[src/rtl/cpu_pkg.sv]
// Shared CPU definitions: fetch-controller state encoding and PC defaults,
// used by the PC redirect controller, imem and branch-decision blocks.
package cpu_pkg;

    localparam int PC_W_DEF     = 9;
    localparam int RESET_PC_DEF = 0;

    typedef enum logic [1:0] {
        ST_RUN   = 2'd0,
        ST_FLUSH = 2'd1,
        ST_PEND  = 2'd2
    } redir_state_t;

endpackage

[src/rtl/pc_redirect_ctrl.sv]
// Fetch-side PC owner. Applies EX-stage branch redirects, raises a
// multi-cycle flush for the younger pipeline registers, and parks a redirect
// that arrives while the core is frozen until the freeze is released.
//
// state | meaning
// RUN   | normal fetch: increment, stall hold, or take a redirect
// FLUSH | redirect taken; flush high while flush_cnt counts down to 0
// PEND  | redirect seen during freeze; pend_target applied on release
module pc_redirect_ctrl
    import cpu_pkg::*;
#(
    parameter int PC_W         = PC_W_DEF,
    parameter int RESET_PC     = RESET_PC_DEF,
    parameter int PC_INC       = 1,
    parameter int FLUSH_CYCLES = 2,
    parameter int CNT_W        = 16
) (
    input  logic             clk,
    input  logic             reset,
    input  logic             branch,
    input  logic [PC_W-1:0]  branch_target,
    input  logic             stall,
    input  logic             freeze,
    output logic [PC_W-1:0]  pc,
    output logic             flush,
    output logic             redirect_pending,
    output logic [CNT_W-1:0] redirect_count
);

    // 3 bits covers the legal FLUSH_CYCLES range of 1..7
    localparam int FC_W = 3;

    redir_state_t    state;
    logic [FC_W-1:0] flush_cnt;
    logic [PC_W-1:0] pend_target;

    logic            take_redirect;
    logic [PC_W-1:0] redirect_target;

    // Redirect decision: a live branch in RUN, or release of a parked one in PEND
    always_comb begin
        take_redirect   = 1'b0;
        redirect_target = branch_target;
        case (state)
            ST_RUN: take_redirect = !freeze && branch;
            ST_PEND: begin
                take_redirect   = !freeze;
                redirect_target = pend_target;
            end
            default: take_redirect = 1'b0;
        endcase
    end

    assign redirect_pending = (state == ST_PEND);

    // Controller FSM with registered pc/flush/count
    always_ff @(posedge clk) begin
        if (reset) begin
            state          <= ST_RUN;
            pc             <= PC_W'(RESET_PC);
            flush          <= 1'b0;
            flush_cnt      <= '0;
            pend_target    <= '0;
            redirect_count <= '0;
        end else if (take_redirect) begin
            pc             <= redirect_target;
            flush          <= 1'b1;
            flush_cnt      <= FC_W'(FLUSH_CYCLES - 1);
            redirect_count <= redirect_count + CNT_W'(1);
            state          <= ST_FLUSH;
        end else begin
            case (state)
                ST_RUN: begin
                    if (freeze) begin
                        if (branch) begin
                            pend_target <= branch_target;
                            state       <= ST_PEND;
                        end
                    end else if (!stall) begin
                        pc <= pc + PC_W'(PC_INC);
                    end
                end
                ST_FLUSH: begin
                    // branch/stall here come from squashed slots and are ignored
                    if (!freeze) begin
                        pc <= pc + PC_W'(PC_INC);
                        if (flush_cnt == '0) begin
                            flush <= 1'b0;
                            state <= ST_RUN;
                        end else begin
                            flush_cnt <= flush_cnt - FC_W'(1);
                        end
                    end
                end
                ST_PEND: begin
                    // frozen: hold; release is handled by take_redirect
                end
                default: state <= ST_RUN;
            endcase
        end
    end

endmodule

[config.mk]
export PLATFORM = sky130hd
export DESIGN_NAME = pc_redirect_ctrl
export DESIGN_NICKNAME = d
export VERILOG_FILES = /design/src/rtl/cpu_pkg.sv /design/src/rtl/pc_redirect_ctrl.sv
export SDC_FILE = /design/constraint.sdc
export NUM_CORES = 1
export LEC_CHECK = 0
export CORE_MARGIN = 1
export CORE_UTILIZATION = 51
export DETAILED_ROUTE_END_ITERATION = 10
export GPL_TIMING_DRIVEN = 0
export PLACE_DENSITY = 0.79
export SYNTH_ARGS = -nofsm -noshare
export SYNTH_HDL_FRONTEND = slang
export SYNTH_SLANG_ARGS = --single-unit
[constraint.sdc]
create_clock -name clk -period 2.7 [get_ports clk]
set_input_delay 0.54 -clock clk [delete_from_list [all_inputs] [get_ports clk]]
set_output_delay 0.54 -clock clk [all_outputs]
set_load 0.02 [all_outputs]
Word-level counts from Yosys, hierarchy flattened
Index checks and enable logic that the tools add are counted.

Register bits: 40. Output and inout bits: 27.

Bitwise logic cells: 4. Reduce and logical (&&, ||, !) cells: 15. Add/sub/neg operators: 3. Equality and inequality tests: 15. Multiplexer cells: 21.

Operators by type and width (number): $mux W9 (5); $ne A3 B3 Y1 const B (6); $pmux W9 S2 (1); $add A16 B1 Y16 const B (1); $ne A2 B2 Y1 const B (5); $reduce_and A5 Y1 (2); $add A9 B1 Y9 const B (1); $mux W1 (9); $reduce_and A3 Y1 (3); $mux W2 (4); $reduce_and A4 Y1 (2); $pmux W2 S3 (1); $ne A2 B1 Y1 const B (2); $not A1 Y1 (4); $reduce_bool A2 Y1 (2); $logic_not A3 Y1 (1); $reduce_bool A3 Y1 (1); $sub A3 B1 Y3 const B (1); $eq A2 B1 Y1 const B (1); $eq A2 B2 Y1 const B (1); $logic_not A2 Y1 (1); $pmux W1 S2 (1); $reduce_or A2 Y1 (1); $logic_and A1 B1 Y1 (1); $logic_not A1 Y1 (1).

Logic depth before layout (Yosys ltp)
Word-level depth: 5. Gate-level depth with buffers: 6.

Worst setup path before layout
Ideal clock, no wire load.

Path type: input-to-reg. Start: input port freeze. End: register redirect_count[15]. Required time: 2630 ps. Data arrival time: 1957 ps. Path buffers: 2. Stages on the path: 6. Path slack: 673 ps. Setup time: 70 ps. Cell sequence: buf_6 o21bai_4 or3_4 buf_6 or4_1 a21oi_1.

Word-level cells in the longest chain between the ends: 3.

Ends and longest elaborated chain: start, declared (line pc_redirect_ctrl.sv:23) `input logic freeze,`; $logic_not A1 Y1 (*); $logic_and A1 B1 Y1 (line pc_redirect_ctrl.sv:45) `ST_RUN: take_redirect = !freeze && branch;`; $pmux W1 S2 (*) (line pc_redirect_ctrl.sv:44) `case (state)`; end signal, assigned (line pc_redirect_ctrl.sv:69) `redirect_count <= redirect_count + CNT_W'(1);`; end, declared (line pc_redirect_ctrl.sv:27) `output logic [CNT_W-1:0] redirect_count`.

Mark *: on every way between the ends. The rest lies on a longest branch, timed or not. A chain may end at the register's enable or synchronous reset.

Worst setup path after layout
Start: register state[0]. End: output port redirect_pending.

Word-level cells in the longest chain between the ends: 1.

Ends and longest elaborated chain: start, declared (line pc_redirect_ctrl.sv:33) `redir_state_t state;`; start signal, assigned (line pc_redirect_ctrl.sv:59) `state <= ST_RUN;`; start signal, assigned (line pc_redirect_ctrl.sv:70) `state <= ST_FLUSH;`; start signal, assigned (line pc_redirect_ctrl.sv:77) `state <= ST_PEND;`; $eq A2 B2 Y1 (line pc_redirect_ctrl.sv:54) `assign redirect_pending = (state == ST_PEND);`; end, declared (line pc_redirect_ctrl.sv:26) `output logic redirect_pending,`.

Every way passes these cells.

==> results.sh <==
export IMPL_tns_ns=0
export IMPL_max_freq_mhz=393.2
export IMPL_met3_usage_pct=4.861
export IMPL_layout_drive_gt1_share_pct=6.207
export IMPL_grt_ovfl_total=0
export IMPL_drt_iter0_drc=234
export IMPL_syn_inst=244
export IMPL_pwr_share_seq_pct=50.1
export IMPL_ys_types=44
export IMPL_final_util_pct=69.02
export IMPL_reg2reg_setup_slack_ns=0.64
export IMPL_cts_tree="yes"
export IMPL_worst_setup_path_start_kind="flip-flop"
export IMPL_rsz0062_at_grt="no"
export IMPL_synth_top_cell_area_share_pct=39.31
export IMPL_clk_pin_slew_ns=0.07
export IMPL_p_per_area_nw_per_um2=490.4
export IMPL_grt_first_pass_wirelength_um=8293
export IMPL_run_status="completed"
export IMPL_synth_top_area_cell="dfxtp_1"
export IMPL_die_h_um=65.20
export IMPL_synthMuxAreaShare_pct=5.221
export IMPL_relSlewSlack_pct=43.91
export IMPL_wl_per_cell_um=15.10
export IMPL_p_clk_share_pct=33.9
export IMPL_pwr_share_comb_pct=15.9
export IMPL_rows=22
export IMPL_antenna_found_initial=0
export IMPL_drt_wl_total_um=5105
export IMPL_period_minus_slack_ns=2.543
export IMPL_dieArea_um2=4251
export IMPL_cts_sinks=40
export IMPL_cts_resized=0
export IMPL_design_core_area_um2=3744
export IMPL_top_usage_layer="met2"
export IMPL_htree_levels=2
export IMPL_worstPathRequired_ns=2.16
export IMPL_synth_avg_cell_area_um2=8.348
export IMPL_synth_most_common_cell="dfxtp_1"
export IMPL_p_total_w=0.001267
export IMPL_synth_warnings=0
export IMPL_hold_path_class="reg2reg"
export IMPL_track_usage_pct=25.76
export IMPL_ant_nets=0
export IMPL_cp_max_fo=10
export IMPL_globalRouteMet2Util_pct=38.14
export IMPL_place_hpwl_um=3514
export IMPL_via_count=1950
export IMPL_port_buffers=39
export IMPL_synth_edff_count=0
export IMPL_grt_pass1_vias=1664
export IMPL_ys_seq_area_share_pct=39.31
export IMPL_worstSetupPathType="reg2out"
export IMPL_ctsHoldBuffers=0
export IMPL_hold_slack_ns=0.4566
export IMPL_post_route_period_util_pct=94.20
export IMPL_switching_share_pct=26.77
export IMPL_firstDrtPassIters=4
export IMPL_synth_area_um2=2037
export IMPL_tightest_slew_ns=0.8363
export IMPL_power_leakage_nw=0.8961
export IMPL_drv_cap=0
export IMPL_globalRouteMet1Util_pct=37.35
export IMPL_gp_congestion=0.8554
export IMPL_setup_violations=0
export IMPL_synth_compound_area_share_pct=21.68
export IMPL_setup_ws_ns=0.1567
export IMPL_pre_cts_slack_ns=0.05975
export IMPL_synthAdderAreaFrac_pct=2.457
export IMPL_ios=41
export IMPL_finalHoldViolations=0
export IMPL_syn_num_nets=262
export IMPL_cts_buffers=5
export IMPL_ys_ff_latch=40
export IMPL_drt_vias_per_instance=5.769
export IMPL_area_delta_synth_final_pct=26.84
export IMPL_num_antenna_cells=0
export IMPL_die_w_um=65.20
export IMPL_start_util_pct=54.41
export IMPL_timing_final_max_slew_violations=0
export IMPL_critPathArrivalTime_ns=2.00
export IMPL_drc=0
export IMPL_internal_power_w=0.0009278
export IMPL_synth_xor_xnor_area_share_pct=3.010
export IMPL_cts_path_max_buffers=2
export IMPL_post_cts_buffers=0
export IMPL_synth_top_family_by_area="simple AND/OR/NAND/NOR gates"
export IMPL_grt_max_degree=12
export IMPL_async_flop_share_pct=0
export IMPL_synthTopCellsByCount="dfxtp_1 (40), nand2_1 (31), a21oi_1 (22), nor2_1 (17)"
export IMPL_final_nets=308
export IMPL_clock_skew_ns=0.005112
export IMPL_worstSkewPairLatency_ns=0.29
export IMPL_ir_worst_vdd_v=0.0004098
export IMPL_fillers=337
export IMPL_synth_simple_area_share_pct=22.91
export IMPL_synth_area_leaders="dfxtp_1 (39%), nand2_1 (5.7%), a21oi_1 (5.4%), nor2_1 (3.1%), xnor2_1 (3.0%)"
export IMPL_switching_power_w=0.0003392
export IMPL_synthFlopType="dfxtp_1"
export IMPL_clockRootBuffer="clkbuf_8"
export IMPL_crit_path_end_kind="primary output"
final timing paths:
| path | start | cells past startpoint | end |
|---|---|---|---|
| hold reg to reg | pend_target[1] | 2 | pend_target[1] |
| setup / recovery | state[0] | 4 | redirect_pending |
| setup reg to reg | flush_cnt[0] | 6 | flush_cnt[1] |
| hold / removal | pend_target[1] | 2 | pend_target[1] |
logic make-up (layout without fill, tap and decap cells):
kind of cell | Yosys count | in the layout
muxes | 10 | 10
adders and majority gates | 4 | 4
AOI/OAI and AO/OA | 65 | 65
DFF | 40 | 40
and+or+nand+nor | 93 | 93
xor gates and xnor gates | 7 | 7
buffers and inverters | 25 | 71
through the flow:
stage               instances  cell area [um2]
floorplan                 244             2037
global placement          331             2487
detailed placement        331             2487
CTS                       338             2584
global route              338             2584
finish                    338             2584
placed cells by master (no fill, tap or decap), types with 5 or more instances in the layout:
cell type         n
a21oi_1          22
xnor2_1           7
mux2i_1           5
clkbuf_8          7
o31ai_1           5
clkbuf_1          9
inv_1            11
clkdlybuf4s50_1  39
nand2_1          31
dfxtp_1          40
nor2_1           17
mux2_2            5
or4_1             5
and3_1            5
nor4_1            5
o22ai_1           5
nand3_1          11
o21ai_0           6
power by group through the flow:
stage	clock network [W]	logic, W	registers (W)
2_1_floorplan	0	0.000109	0.000657
3_3_place_gp	0	0.000195	0.000647
3_5_place_dp	0	0.000197	0.000648
4_1_cts	0.000435	0.000200	0.000635
5_1_grt	0.000460	0.000221	0.000639
6_report	0.000430	0.000202	0.000635
final cells by class:
| type | instances | area (um2) | area share, % |
|---|---|---|---|
| clock buffers | 7 | 96.34 | 3.729 |
| inverters | 11 | 41.29 | 1.598 |
| plain buffers | 14 | 68.82 | 2.663 |
| repair buffers | 39 | 390.4 | 15.11 |
| flip-flops and latches | 40 | 800.8 | 30.99 |
| well taps | 48 | 60.06 | 2.324 |
| multi-input cells | 179 | 1126 | 43.58 |
flip-flops by register name, indices dropped and copies added, names as in the netlist:
name and cells:
flush 1, flush_cnt 3, pc 9, pend_target 9, redirect_count 16, state 2
worst max-delay path, cell delays in order, from the launching register on:
cell and delay [ns]:
dfxtp_1 0.43, nand2b_1 0.14, clkbuf_1 0.43, inv_1 0.15, clkdlybuf4s50_1 0.57
metal layers:
layer	wire, um	up-vias
met5	0	-
met4	60	0
met3	333	5
met2	2248	58
met1	2462	907
li1	-	980
(Power assumes the default switching activity.)
